## config.mk

```make
export PLATFORM = sky130hd
export DESIGN_NAME = iob_cache_axi_write_responder_flat
export DESIGN_NICKNAME = d
export VERILOG_FILES = /design/src/rtl/iob_cache_axi_write_responder_pkg.sv /design/src/rtl/iob_cache_axi_write_responder_if.sv /design/src/rtl/iob_cache_axi_burst_addr.sv /design/src/rtl/iob_cache_axi_write_responder.sv /design/src/flat_wrapper.sv
export SDC_FILE = /design/constraint.sdc
export NUM_CORES = 1
export LEC_CHECK = 0
export BUFFER_PORTS_ARGS = -buffer_cell sky130_fd_sc_hd__buf_4
export CAP_MARGIN = 20
export CORE_MARGIN = 3
export CORE_UTILIZATION = 42
export DETAILED_ROUTE_END_ITERATION = 8
export PLACE_DENSITY = 0.64
export SLEW_MARGIN = 20
export SYNTH_ARGS = -nofsm -noshare
export SYNTH_HDL_FRONTEND = slang
export SYNTH_SLANG_ARGS = --single-unit
```

## constraint.sdc

```tcl
create_clock -name clk_i -period 5.17 [get_ports clk_i]
set_input_delay 0.2585 -clock clk_i [delete_from_list [all_inputs] [get_ports clk_i]]
set_output_delay 0.2585 -clock clk_i [all_outputs]
set_load 0.01 [all_outputs]
```

## src/rtl/iob_cache_axi_write_responder_pkg.sv

```systemverilog
// Shared cache AXI encodings: burst types, response codes and write-responder FSM states.
package iob_cache_axi_write_responder_pkg;

  typedef enum logic [1:0] {
    BURST_FIXED = 2'b00,
    BURST_INCR  = 2'b01,
    BURST_WRAP  = 2'b10,
    BURST_RSVD  = 2'b11
  } axi_burst_e;

  localparam logic [1:0] RESP_OKAY   = 2'b00;
  localparam logic [1:0] RESP_SLVERR = 2'b10;

  typedef enum logic [1:0] {
    ST_IDLE = 2'b00,
    ST_DATA = 2'b01,
    ST_MEM  = 2'b10,
    ST_RESP = 2'b11
  } wr_state_e;

  // WRAP and the reserved encoding are both unsupported; oversize beats can't map onto the bus
  function automatic logic aw_err(input logic [1:0] burst, input logic [2:0] size,
                                  input logic [2:0] size_max);
    return (burst == BURST_WRAP) || (burst == BURST_RSVD) || (size > size_max);
  endfunction

endpackage

```

## src/rtl/iob_cache_axi_write_responder_if.sv

```systemverilog
// AXI write channels plus the downstream memory write port of the cache write responder.
interface iob_cache_axi_write_responder_if #(
  parameter int AXI_ADDR_W = 32,
  parameter int AXI_DATA_W = 32,
  parameter int AXI_ID_W   = 1,
  parameter int AXI_LEN_W  = 8
);
  logic [AXI_ID_W-1:0]     axi_awid_i;
  logic [AXI_ADDR_W-1:0]   axi_awaddr_i;
  logic [AXI_LEN_W-1:0]    axi_awlen_i;
  logic [2:0]              axi_awsize_i;
  logic [1:0]              axi_awburst_i;
  logic                    axi_awvalid_i;
  logic                    axi_awready_o;

  logic [AXI_DATA_W-1:0]   axi_wdata_i;
  logic [AXI_DATA_W/8-1:0] axi_wstrb_i;
  logic                    axi_wlast_i;
  logic                    axi_wvalid_i;
  logic                    axi_wready_o;

  logic [AXI_ID_W-1:0]     axi_bid_o;
  logic [1:0]              axi_bresp_o;
  logic                    axi_bvalid_o;
  logic                    axi_bready_i;

  logic                    mem_valid_o;
  logic [AXI_ADDR_W-1:0]   mem_addr_o;
  logic [AXI_DATA_W-1:0]   mem_wdata_o;
  logic [AXI_DATA_W/8-1:0] mem_wstrb_o;
  logic                    mem_ready_i;

  modport slave (
    input  axi_awid_i, axi_awaddr_i, axi_awlen_i, axi_awsize_i, axi_awburst_i, axi_awvalid_i,
    output axi_awready_o,
    input  axi_wdata_i, axi_wstrb_i, axi_wlast_i, axi_wvalid_i,
    output axi_wready_o,
    output axi_bid_o, axi_bresp_o, axi_bvalid_o,
    input  axi_bready_i,
    output mem_valid_o, mem_addr_o, mem_wdata_o, mem_wstrb_o,
    input  mem_ready_i
  );

  modport master (
    output axi_awid_i, axi_awaddr_i, axi_awlen_i, axi_awsize_i, axi_awburst_i, axi_awvalid_i,
    input  axi_awready_o,
    output axi_wdata_i, axi_wstrb_i, axi_wlast_i, axi_wvalid_i,
    input  axi_wready_o,
    input  axi_bid_o, axi_bresp_o, axi_bvalid_o,
    output axi_bready_i,
    input  mem_valid_o, mem_addr_o, mem_wdata_o, mem_wstrb_o,
    output mem_ready_i
  );
endinterface

```

## src/rtl/iob_cache_axi_burst_addr.sv

```systemverilog
// Next-beat byte address: INCR steps by 2^size, FIXED holds; wraps modulo 2^AXI_ADDR_W.
module iob_cache_axi_burst_addr
  import iob_cache_axi_write_responder_pkg::*;
#(
  parameter int AXI_ADDR_W = 32
) (
  input  logic [AXI_ADDR_W-1:0] addr_i,
  input  logic [2:0]            size_i,
  input  logic [1:0]            burst_i,
  output logic [AXI_ADDR_W-1:0] next_addr_o
);
  logic [AXI_ADDR_W-1:0] step;

  always_comb begin
    step        = {{(AXI_ADDR_W-1){1'b0}}, 1'b1} << size_i;
    next_addr_o = (burst_i == BURST_FIXED) ? addr_i : addr_i + step;
  end
endmodule

```

## src/rtl/iob_cache_axi_write_responder.sv

```systemverilog
// AXI write slave forwarding each accepted beat as a single memory write; one burst in flight.
module iob_cache_axi_write_responder
  import iob_cache_axi_write_responder_pkg::*;
#(
  parameter int AXI_ADDR_W = 32,
  parameter int AXI_DATA_W = 32,
  parameter int AXI_ID_W   = 1,
  parameter int AXI_LEN_W  = 8
) (
  input  logic clk_i,
  input  logic reset_n_i,
  iob_cache_axi_write_responder_if.slave bus
);
  localparam int         STRB_W   = AXI_DATA_W / 8;
  localparam logic [2:0] SIZE_MAX = 3'($clog2(STRB_W));

  wr_state_e               state_q, state_d;
  logic [AXI_ID_W-1:0]     id_q;
  logic [AXI_ADDR_W-1:0]   addr_q, next_addr;
  logic [AXI_LEN_W-1:0]    len_q;
  logic [2:0]              size_q;
  logic [1:0]              burst_q;
  logic                    err_q, last_q;
  logic [AXI_LEN_W:0]      cnt_q, len_ext;
  logic                    awready_q, wready_q, mem_valid_q, bvalid_q;
  logic [AXI_ADDR_W-1:0]   mem_addr_q;
  logic [AXI_DATA_W-1:0]   mem_wdata_q;
  logic [STRB_W-1:0]       mem_wstrb_q;
  logic                    aw_hs, w_hs, m_hs, b_hs, wr_en, beat_err;

  iob_cache_axi_burst_addr #(.AXI_ADDR_W(AXI_ADDR_W)) u_burst_addr (
    .addr_i      (addr_q),
    .size_i      (size_q),
    .burst_i     (burst_q),
    .next_addr_o (next_addr)
  );

  always_comb begin
    len_ext  = {1'b0, len_q};
    aw_hs    = awready_q & bus.axi_awvalid_i;
    w_hs     = wready_q & bus.axi_wvalid_i;
    m_hs     = mem_valid_q & bus.mem_ready_i;
    b_hs     = bvalid_q & bus.axi_bready_i;
    // error raised by the current beat doesn't suppress that beat, only later ones
    wr_en    = !err_q && (cnt_q <= len_ext);
    beat_err = bus.axi_wlast_i ? (cnt_q != len_ext) : (cnt_q == len_ext);
    state_d  = state_q;
    case (state_q)
      ST_IDLE: if (aw_hs) state_d = ST_DATA;
      ST_DATA: if (w_hs) begin
        if (wr_en)                 state_d = ST_MEM;
        else if (bus.axi_wlast_i)  state_d = ST_RESP;
      end
      ST_MEM:  if (m_hs) state_d = last_q ? ST_RESP : ST_DATA;
      ST_RESP: if (b_hs) state_d = ST_IDLE;
      default: state_d = ST_IDLE;
    endcase
  end

  // handshake outputs are flops of the next state, so awready stays low until the first edge out of reset
  always_ff @(posedge clk_i or negedge reset_n_i) begin
    if (!reset_n_i) begin
      state_q     <= ST_IDLE;
      awready_q   <= 1'b0;
      wready_q    <= 1'b0;
      mem_valid_q <= 1'b0;
      bvalid_q    <= 1'b0;
      id_q        <= '0;
      addr_q      <= '0;
      len_q       <= '0;
      size_q      <= '0;
      burst_q     <= '0;
      err_q       <= 1'b0;
      last_q      <= 1'b0;
      cnt_q       <= '0;
      mem_addr_q  <= '0;
      mem_wdata_q <= '0;
      mem_wstrb_q <= '0;
    end else begin
      state_q     <= state_d;
      awready_q   <= (state_d == ST_IDLE);
      wready_q    <= (state_d == ST_DATA);
      mem_valid_q <= (state_d == ST_MEM);
      bvalid_q    <= (state_d == ST_RESP);
      case (state_q)
        ST_IDLE: if (aw_hs) begin
          id_q    <= bus.axi_awid_i;
          addr_q  <= bus.axi_awaddr_i;
          len_q   <= bus.axi_awlen_i;
          size_q  <= bus.axi_awsize_i;
          burst_q <= bus.axi_awburst_i;
          err_q   <= aw_err(bus.axi_awburst_i, bus.axi_awsize_i, SIZE_MAX);
          cnt_q   <= '0;
        end
        ST_DATA: if (w_hs) begin
          mem_addr_q  <= addr_q;
          mem_wdata_q <= bus.axi_wdata_i;
          mem_wstrb_q <= bus.axi_wstrb_i;
          last_q      <= bus.axi_wlast_i;
          addr_q      <= next_addr;
          // saturate so an overlong burst can't wrap back into the valid range
          if (cnt_q != '1) cnt_q <= cnt_q + {{AXI_LEN_W{1'b0}}, 1'b1};
          if (beat_err)    err_q <= 1'b1;
        end
        default: ;
      endcase
    end
  end

  assign bus.axi_awready_o = awready_q;
  assign bus.axi_wready_o  = wready_q;
  assign bus.mem_valid_o   = mem_valid_q;
  assign bus.axi_bvalid_o  = bvalid_q;
  assign bus.axi_bid_o     = id_q;
  assign bus.axi_bresp_o   = (bvalid_q && err_q) ? RESP_SLVERR : RESP_OKAY;
  assign bus.mem_addr_o    = mem_addr_q;
  assign bus.mem_wdata_o   = mem_wdata_q;
  assign bus.mem_wstrb_o   = mem_wstrb_q;
endmodule

```

## src/flat_wrapper.sv

```systemverilog
// flat-port wrapper written by rule: the top's interface ports become plain ports
module iob_cache_axi_write_responder_flat import iob_cache_axi_write_responder_pkg::*;
#(
  parameter int AXI_ADDR_W = 32,
  parameter int AXI_DATA_W = 32,
  parameter int AXI_ID_W   = 1,
  parameter int AXI_LEN_W  = 8
)
  (clk_i, reset_n_i, bus_axi_awid_i, bus_axi_awaddr_i, bus_axi_awlen_i, bus_axi_awsize_i, bus_axi_awburst_i, bus_axi_awvalid_i, bus_axi_awready_o, bus_axi_wdata_i, bus_axi_wstrb_i, bus_axi_wlast_i, bus_axi_wvalid_i, bus_axi_wready_o, bus_axi_bid_o, bus_axi_bresp_o, bus_axi_bvalid_o, bus_axi_bready_i, bus_mem_valid_o, bus_mem_addr_o, bus_mem_wdata_o, bus_mem_wstrb_o, bus_mem_ready_i);
  iob_cache_axi_write_responder_if #(.AXI_ADDR_W(AXI_ADDR_W), .AXI_DATA_W(AXI_DATA_W), .AXI_ID_W(AXI_ID_W), .AXI_LEN_W(AXI_LEN_W)) bus_i ();
  input  logic clk_i;
  input  logic reset_n_i;
  input wire logic [$bits(bus_i.axi_awid_i)-1:0] bus_axi_awid_i;
  input wire logic [$bits(bus_i.axi_awaddr_i)-1:0] bus_axi_awaddr_i;
  input wire logic [$bits(bus_i.axi_awlen_i)-1:0] bus_axi_awlen_i;
  input wire logic [$bits(bus_i.axi_awsize_i)-1:0] bus_axi_awsize_i;
  input wire logic [$bits(bus_i.axi_awburst_i)-1:0] bus_axi_awburst_i;
  input wire logic [$bits(bus_i.axi_awvalid_i)-1:0] bus_axi_awvalid_i;
  output wire logic [$bits(bus_i.axi_awready_o)-1:0] bus_axi_awready_o;
  input wire logic [$bits(bus_i.axi_wdata_i)-1:0] bus_axi_wdata_i;
  input wire logic [$bits(bus_i.axi_wstrb_i)-1:0] bus_axi_wstrb_i;
  input wire logic [$bits(bus_i.axi_wlast_i)-1:0] bus_axi_wlast_i;
  input wire logic [$bits(bus_i.axi_wvalid_i)-1:0] bus_axi_wvalid_i;
  output wire logic [$bits(bus_i.axi_wready_o)-1:0] bus_axi_wready_o;
  output wire logic [$bits(bus_i.axi_bid_o)-1:0] bus_axi_bid_o;
  output wire logic [$bits(bus_i.axi_bresp_o)-1:0] bus_axi_bresp_o;
  output wire logic [$bits(bus_i.axi_bvalid_o)-1:0] bus_axi_bvalid_o;
  input wire logic [$bits(bus_i.axi_bready_i)-1:0] bus_axi_bready_i;
  output wire logic [$bits(bus_i.mem_valid_o)-1:0] bus_mem_valid_o;
  output wire logic [$bits(bus_i.mem_addr_o)-1:0] bus_mem_addr_o;
  output wire logic [$bits(bus_i.mem_wdata_o)-1:0] bus_mem_wdata_o;
  output wire logic [$bits(bus_i.mem_wstrb_o)-1:0] bus_mem_wstrb_o;
  input wire logic [$bits(bus_i.mem_ready_i)-1:0] bus_mem_ready_i;
  assign bus_i.axi_awid_i = bus_axi_awid_i;
  assign bus_i.axi_awaddr_i = bus_axi_awaddr_i;
  assign bus_i.axi_awlen_i = bus_axi_awlen_i;
  assign bus_i.axi_awsize_i = bus_axi_awsize_i;
  assign bus_i.axi_awburst_i = bus_axi_awburst_i;
  assign bus_i.axi_awvalid_i = bus_axi_awvalid_i;
  assign bus_axi_awready_o = bus_i.axi_awready_o;
  assign bus_i.axi_wdata_i = bus_axi_wdata_i;
  assign bus_i.axi_wstrb_i = bus_axi_wstrb_i;
  assign bus_i.axi_wlast_i = bus_axi_wlast_i;
  assign bus_i.axi_wvalid_i = bus_axi_wvalid_i;
  assign bus_axi_wready_o = bus_i.axi_wready_o;
  assign bus_axi_bid_o = bus_i.axi_bid_o;
  assign bus_axi_bresp_o = bus_i.axi_bresp_o;
  assign bus_axi_bvalid_o = bus_i.axi_bvalid_o;
  assign bus_i.axi_bready_i = bus_axi_bready_i;
  assign bus_mem_valid_o = bus_i.mem_valid_o;
  assign bus_mem_addr_o = bus_i.mem_addr_o;
  assign bus_mem_wdata_o = bus_i.mem_wdata_o;
  assign bus_mem_wstrb_o = bus_i.mem_wstrb_o;
  assign bus_i.mem_ready_i = bus_mem_ready_i;
  iob_cache_axi_write_responder #(.AXI_ADDR_W(AXI_ADDR_W), .AXI_DATA_W(AXI_DATA_W), .AXI_ID_W(AXI_ID_W), .AXI_LEN_W(AXI_LEN_W)) u_core (.clk_i(clk_i), .reset_n_i(reset_n_i), .bus(bus_i));
endmodule
```

==> results.cfg, run 1 <==
[layout]
syn2layout_area_growth_pct = 31.2
final_core_util_pct = 57.2
nets = 872
drive_gt1_share_pct = 36.5
insertedDiodeCount = 0
instances_no_fill = 960
fill_cells = 1276

[timing]
fmax_ghz = 0.317
setup_tns_ns = 0
worstMarginPinSlew_ns = 0.983
fin_crit_ns = 3.15
period_share_pct = 61.0
setup_slack_ns = 2.02
final_max_slew_viol_count = 0
final-hold-violation-count = 0
max_slew_margin_pct = 34.5
clock_skew_ns = 0.00545
setup_viol_count_final = 0
rsz0062_at_grt = no

[floorplanning]
core_area_mm2 = 0.0148
die-width_um = 130
rows = 44
dieArea_mm2 = 0.0168
ios = 164
start_util_pct = 43.6
die_h_um = 130

[critical_path]
endpoint_kind = register
critPathMaxFanout = 9
critPathKind = reg2reg
critical_path.startpoint_type = register
arrival_ns = 3.46
reg2reg_from = u_core.size_q[1]
r2r_end = u_core.addr_q[14]
r2r_setup_slack_ns = 2.02
worstPathRequired_ns = 5.47
r2r_cells = 8

[pwr]
p_int_w = 0.00335
leakage_nw = 3.96
ir_drop_mv = 0.268
p_seq_share_pct = 35.5
p_sw_share_pct = 35.1
power_w = 0.00516
power_frac_comb_pct = 39.6
p_sw_w = 0.00181
clkPwrFrac_pct = 24.9
pwr_density_cell_mw_per_mm2 = 611

[clock_tree]
cts_resized = 0
cts_root_buf = clkbuf_16
hold_buffers = 0
clk_latency_ns = 0.41
cts_tree = built
cts_setup_buffers = 0
clock_path_buffers = 2
clock-sinks = 131
numCtsBuffers = 17
path_clk_slew_ns = 0.06
htreeDepth = 4

[synthesis]
ys_types = 68
synthCells = 605
synth.cell_area_mm2 = 0.00643
ys.flop_type = dfrtp_1
synth_top_family_by_area = simple AND/OR/NAND/NOR gates
synth_warnings = 0
synth_compound_gate_area_share_pct = 13.5
ys_seq_elements = 131
syn_nets = 713
synth_xor_area_share_pct = 1.09
syn_avg_cell_area_um2 = 10.6
postSynth.asyncResetShare_pct = 100
synthAdderAreaFrac_pct = 3.81
ys_seq_area_share_pct = 51.0
synthMuxAreaShare_pct = 11.9
synth_edf_count = 0
yosys.area_share.simple_pct = 15.2

[hold_path]
hold_end = u_core.burst_q[0]
min_from = bus_axi_awburst_i[0]
hold-path-cell-count = 3
hold_class = in2reg

[route]
viasPerCell = 5.53
num_vias = 5313
first_pass_iters = 5
first_iter_violations = 281
wire_per_inst_um = 17.2
ant_nets = 0
wl_um = 16500
route.detailed.drc = 0

[global_route]
grt_first_pass_wirelength_um = 26600
track_usage_pct = 20.1
overflow = 0
grt_pass1_vias = 5309
grt_start_max_net_pins = 81
antenna_found_initial = 0

[placement]
dp_hpwl_um = 11600
dp.cells = 927
port_buffers = 162
gp_congestion = 0.873
place_ws_ns = 2.09

[job]
max-cap-violations = 0

[run_status]
status = completed
-- cell usage in the layout (no fill, tap or decap), types with 3 or more instances in the layout --
cell type | netlist | final
clkbuf_16 | 0 | 17
a211oi_1 | 8 | 8
inv_1 | 17 | 17
a31oi_1 | 4 | 4
o21ai_0 | 31 | 31
clkinv_4 | 0 | 3
and2_1 | 4 | 4
nor3_1 | 11 | 11
bufinv_16 | 0 | 4
nor2_1 | 38 | 38
a21oi_1 | 33 | 33
or3_1 | 10 | 10
o211ai_1 | 7 | 7
o311ai_1 | 3 | 3
buf_4 | 1 | 168
nand3_1 | 13 | 13
nand2b_1 | 3 | 3
nand4_1 | 7 | 7
dfrtp_1 | 131 | 131
mux2_2 | 67 | 67
and3_1 | 14 | 14
nand2_1 | 72 | 72
o22ai_1 | 6 | 6
nor3b_1 | 3 | 3
xor2_1 | 7 | 7
ha_1 | 18 | 18
or2_2 | 3 | 3
a21o_1 | 6 | 6
a311oi_1 | 12 | 12
clkinvlp_4 | 0 | 3
-- worst max path at each step --
stage | slack [ns] | end | from | cells after the start
final | 2.02 | u_core.addr_q[14] | u_core.size_q[1] | 8
after global routing | 1.71 | u_core.addr_q[18] | u_core.size_q[0] | 10
after CTS | 2.07 | u_core.addr_q[14] | u_core.size_q[1] | 8
after detailed placement | 2.09 | u_core.addr_q[14] | u_core.size_q[1] | 8
after global placement | 2.17 | u_core.addr_q[14] | u_core.size_q[1] | 8
after floorplan | 2.43 | u_core.addr_q[30] | u_core.size_q[0] | 9
-- stage by stage --
stage | cell area, um^2 | hold slack, ns
after floorplan | 6430 | -0.0371
after global placement | 7780 | 0.449
after detailed placement | 7780 | 0.455
after CTS | 8420 | 0.0166
after global routing | 8440 | 0.0370
final | 8440 | 0.0353
-- cell usage after synthesis, types with 4 or more instances --
| cell | number | area (um^2) |
|---|---|---|
| dfrtp_1 | 131 | 3280 |
| nand2_1 | 72 | 270 |
| mux2_2 | 67 | 754 |
| nor2_1 | 38 | 143 |
| a21oi_1 | 33 | 165 |
| o21ai_0 | 31 | 155 |
| ha_1 | 18 | 225 |
| inv_1 | 17 | 63.8 |
| buf_2 | 15 | 75.1 |
| and3_1 | 14 | 87.6 |
| nand3_1 | 13 | 65.1 |
| a311oi_1 | 12 | 105 |
| nor3_1 | 11 | 55.1 |
| clkbuf_1 | 10 | 37.5 |
| or3_1 | 10 | 62.6 |
| a211oi_1 | 8 | 60.1 |
| nand4_1 | 7 | 43.8 |
| o211ai_1 | 7 | 52.6 |
| xor2_1 | 7 | 61.3 |
| a21o_1 | 6 | 45.0 |
| o22ai_1 | 6 | 37.5 |
| a31oi_1 | 4 | 25.0 |
| and2_1 | 4 | 25.0 |
-- sequential cells by signal (all words and copies together) (netlist names), 2 cells and up --
register and count:
u_core.bus.mem_addr_o 32, u_core.burst_q 2, u_core.state_q 2, u_core.bus.mem_wstrb_o 4
u_core.addr_q 32, u_core.len_q 8, u_core.size_q 3, u_core.cnt_q 9
u_core.bus.mem_wdata_o 32
-- kinds of logic after synthesis --
group           Yosys count
flops                   131
compound gates          132
other cells               1
xor+xnor                  8
buf+inv                  48
mux                      68
fa+ha+maj                19
simple gates            198
-- metal layers --
layer / wire, um / global-route usage (%) / vias to the layer above / part of all wire [%]
li1: - / - / 2508 / -
met1: 7300 / 26.5 / 2589 / 44
met2: 7670 / 31.7 / 193 / 46
met3: 1210 / 5.36 / 23 / 7.3
met4: 324 / 7.89 / 0 / 2.0
met5: 0 / 0 / - / 0
-- power groups by stage --
stage / registers [W] / clock network [W] / logic, W
2_1_floorplan: 0.00189 / 0 / 0.00116
3_3_place_gp: 0.00182 / 0 / 0.00202
3_5_place_dp: 0.00185 / 0 / 0.00205
4_1_cts: 0.00184 / 0.00131 / 0.00206
5_1_grt: 0.00190 / 0.00136 / 0.00228
6_report: 0.00183 / 0.00128 / 0.00204
-- area by class of cell --
type / instances / area, um^2 / share of cell area (%)
flip-flops and latches: 131 / 3280 / 38.8
inverters: 17 / 63.8 / 0.756
clock buffers: 20 / 457 / 5.41
well taps: 184 / 230 / 2.73
repair buffers: 171 / 1290 / 15.3
multi-input cells: 426 / 2940 / 34.8
clock inverters: 11 / 178 / 2.10
-- worst max-delay path, cell delays in order (launching register included) --
cell,delay [ns]
dfrtp_1,0.45
or3b_2,0.52
fa_1,0.41
nand2b_1,0.20
a21oi_1,0.32
o21ai_2,0.22
nor2_1,0.50
o21ai_0,0.16
a22o_1,0.26
Note: power is estimated with default switching activity, not from simulation.
==> run 2, diff against run 1 <==
--- a/config.mk
+++ b/config.mk
@@ -10,7 +10,7 @@
 export CORE_MARGIN = 3
 export CORE_UTILIZATION = 42
 export DETAILED_ROUTE_END_ITERATION = 8
-export PLACE_DENSITY = 0.64
+export PLACE_DENSITY = 0.66
 export SLEW_MARGIN = 20
 export SYNTH_ARGS = -nofsm -noshare
 export SYNTH_HDL_FRONTEND = slang
==> constraint.sdc (replaced) <==
create_clock -name clk_i -period 2.6 [get_ports clk_i]
set_input_delay 0.13 -clock clk_i [delete_from_list [all_inputs] [get_ports clk_i]]
set_output_delay 0.13 -clock clk_i [all_outputs]
set_load 0.01 [all_outputs]
==> run 2 against run 1 <==
- the flow now finishes with violations (negative setup slack)
- die area unchanged
- cell area increased by 12%
- clock skew about the same
- combinational power increased by 130%
- critical path type unchanged
- largest power group unchanged
==> results.cfg, run 2 (synthesized netlist as in run 1, its figures left out) <==
[timing]
setup_viol_count_final = 3
fmax_ghz = 0.375
max_slew_margin_pct = 55.6
period_share_pct = 102
final-hold-violation-count = 0
worstMarginPinSlew_ns = 0.666
fin_crit_ns = 2.66
setup_slack_ns = -0.0632
final_max_slew_viol_count = 0
rsz0062_at_grt = yes
clock_skew_ns = 0.00533

[global_route]
track_usage_pct = 21.3
grt_first_pass_wirelength_um = 28400
grt_start_max_net_pins = 54
grtUsageMet1_pct = 26.8
use_met3_pct = 4.91
busiest_layer = met2
antenna_found_initial = 0
grt_pass1_vias = 5760
gr-usage-met2_pct = 36.0
overflow = 0

[layout]
final_area_mm2 = 0.00944
layout_common_cells = buf_4 (195), dfrtp_1 (131), nand2_1 (72)
nets = 965
insertedDiodeCount = 0
instances_no_fill = 1054
final_common_cell = buf_4
fill_cells = 1143
final_core_util_pct = 64.0
drive_gt1_share_pct = 39.0
syn2layout_area_growth_pct = 46.8

[pwr]
power_w = 0.0107
leakage_nw = 4.42
pwr_density_cell_mw_per_mm2 = 1130
ir_drop_mv = 0.532

[hold_path]
hold_class = in2reg
hold-path-cell-count = 3

[floorplanning]
rows = 44
die_h_um = 130
core_area_mm2 = 0.0148
start_util_pct = 43.6
ios = 164
dieArea_mm2 = 0.0168
die-width_um = 130

[critical_path]
arrival_ns = 2.92
endpoint_kind = register
critPathMaxFanout = 8
r2r_cells = 10
critPathKind = reg2reg
critical_path.startpoint_type = register
worstPathRequired_ns = 2.86

[route]
num_vias = 5667
route.detailed.drc = 0
viasPerCell = 5.38
ant_nets = 0
wire_per_inst_um = 17.1
first_iter_violations = 325
wl_um = 18000
first_pass_iters = 5

[clock_tree]
cts_tree = built
htreeDepth = 4
path_clk_slew_ns = 0.06
clk_latency_ns = 0.41
cts_root_buf = clkbuf_16
numCtsBuffers = 17
clock-sinks = 131
clock_path_buffers = 2

[placement]
dp_hpwl_um = 11900
place_ws_ns = -0.0663
port_buffers = 162
gp_congestion = 0.877
placed_cell_area_mm2 = 0.00793
dp.cells = 945

[run_status]
status = finished with violations
violations = negative setup slack

[job]
max-cap-violations = 0
## run 2: metal layers
| metal | wire [um] | share of wire (%) |
|---|---|---|
| met1 | 7590 | 42 |
| met2 | 8890 | 49 |
| met3 | 1180 | 6.6 |
| met4 | 370 | 2.1 |
| met5 | 0 | 0 |
## run 2: critical path, stage by stage (launching register included)
cell      delay, ns
dfrtp_1        0.40
buf_6          0.14
and3b_1        0.18
ha_1           0.31
a21o_1         0.18
or3_4          0.40
o21ai_4        0.28
nor2_1         0.08
buf_4          0.18
a311oi_2       0.27
a311oi_1       0.07
## run 2: power breakdown
| part | switching, W | internal (W) | leakage, nW | total (W) |
|---|---|---|---|---|
| Combinational | 0.00222 | 0.00240 | 2.54 | 0.00462 |
| Clock | 0.000887 | 0.00155 | 0.283 | 0.00244 |
| Sequential | 0.000687 | 0.00296 | 1.60 | 0.00365 |
| Total | 0.00380 | 0.00691 | 4.42 | 0.0107 |
## run 2: stage by stage
step	hold WS [ns]	TNS (ns)
6_report	0.0199	-0.0770
5_1_grt	0.0146	-0.893
4_1_cts	0.00354	-0.0473
3_5_place_dp	0.190	-0.153
3_3_place_gp	0.177	-0.0332
2_1_floorplan	-0.166	0
## run 2: final timing paths
path | from | endpoint | slack [ns]
worst max-delay path | u_core.size_q[1] | u_core.addr_q[18] | -0.06
worst min-delay path | bus_axi_awaddr_i[2] | u_core.addr_q[2] | 0.02
worst max register to register | u_core.size_q[1] | u_core.addr_q[18] | -0.06
worst min register to register | u_core.bus.mem_addr_o[20] | u_core.bus.mem_addr_o[20] | 0.48
max in group asynchronous | reset_n_i | u_core.bus.mem_valid_o | 1.46
min in group asynchronous | reset_n_i | u_core.bus.mem_addr_o[10] | 0.29
## run 2: repair_timing
| action | 4_1_cts | 5_1_grt |
|---|---|---|
| resized for setup | 6 | 31 |
| setup buffers | 2 | 16 |
| setup endpoints to repair | 6 | 20 |
| pin swaps | 4 | 27 |
| hold endpoints to repair | 108 | 0 |
| hold buffers | 61 | 0 |
## run 2: final cells by class
cell class              count  area, um^2  share of cell area (%)
inverters                  17        63.8                   0.676
well taps                 184         230                    2.44
repair buffers            264        2170                    23.0
clock buffers              19         453                    4.80
flip-flops and latches    131        3280                    34.7
multi-input cells         426        3080                    32.7
clock inverters            13         159                    1.68
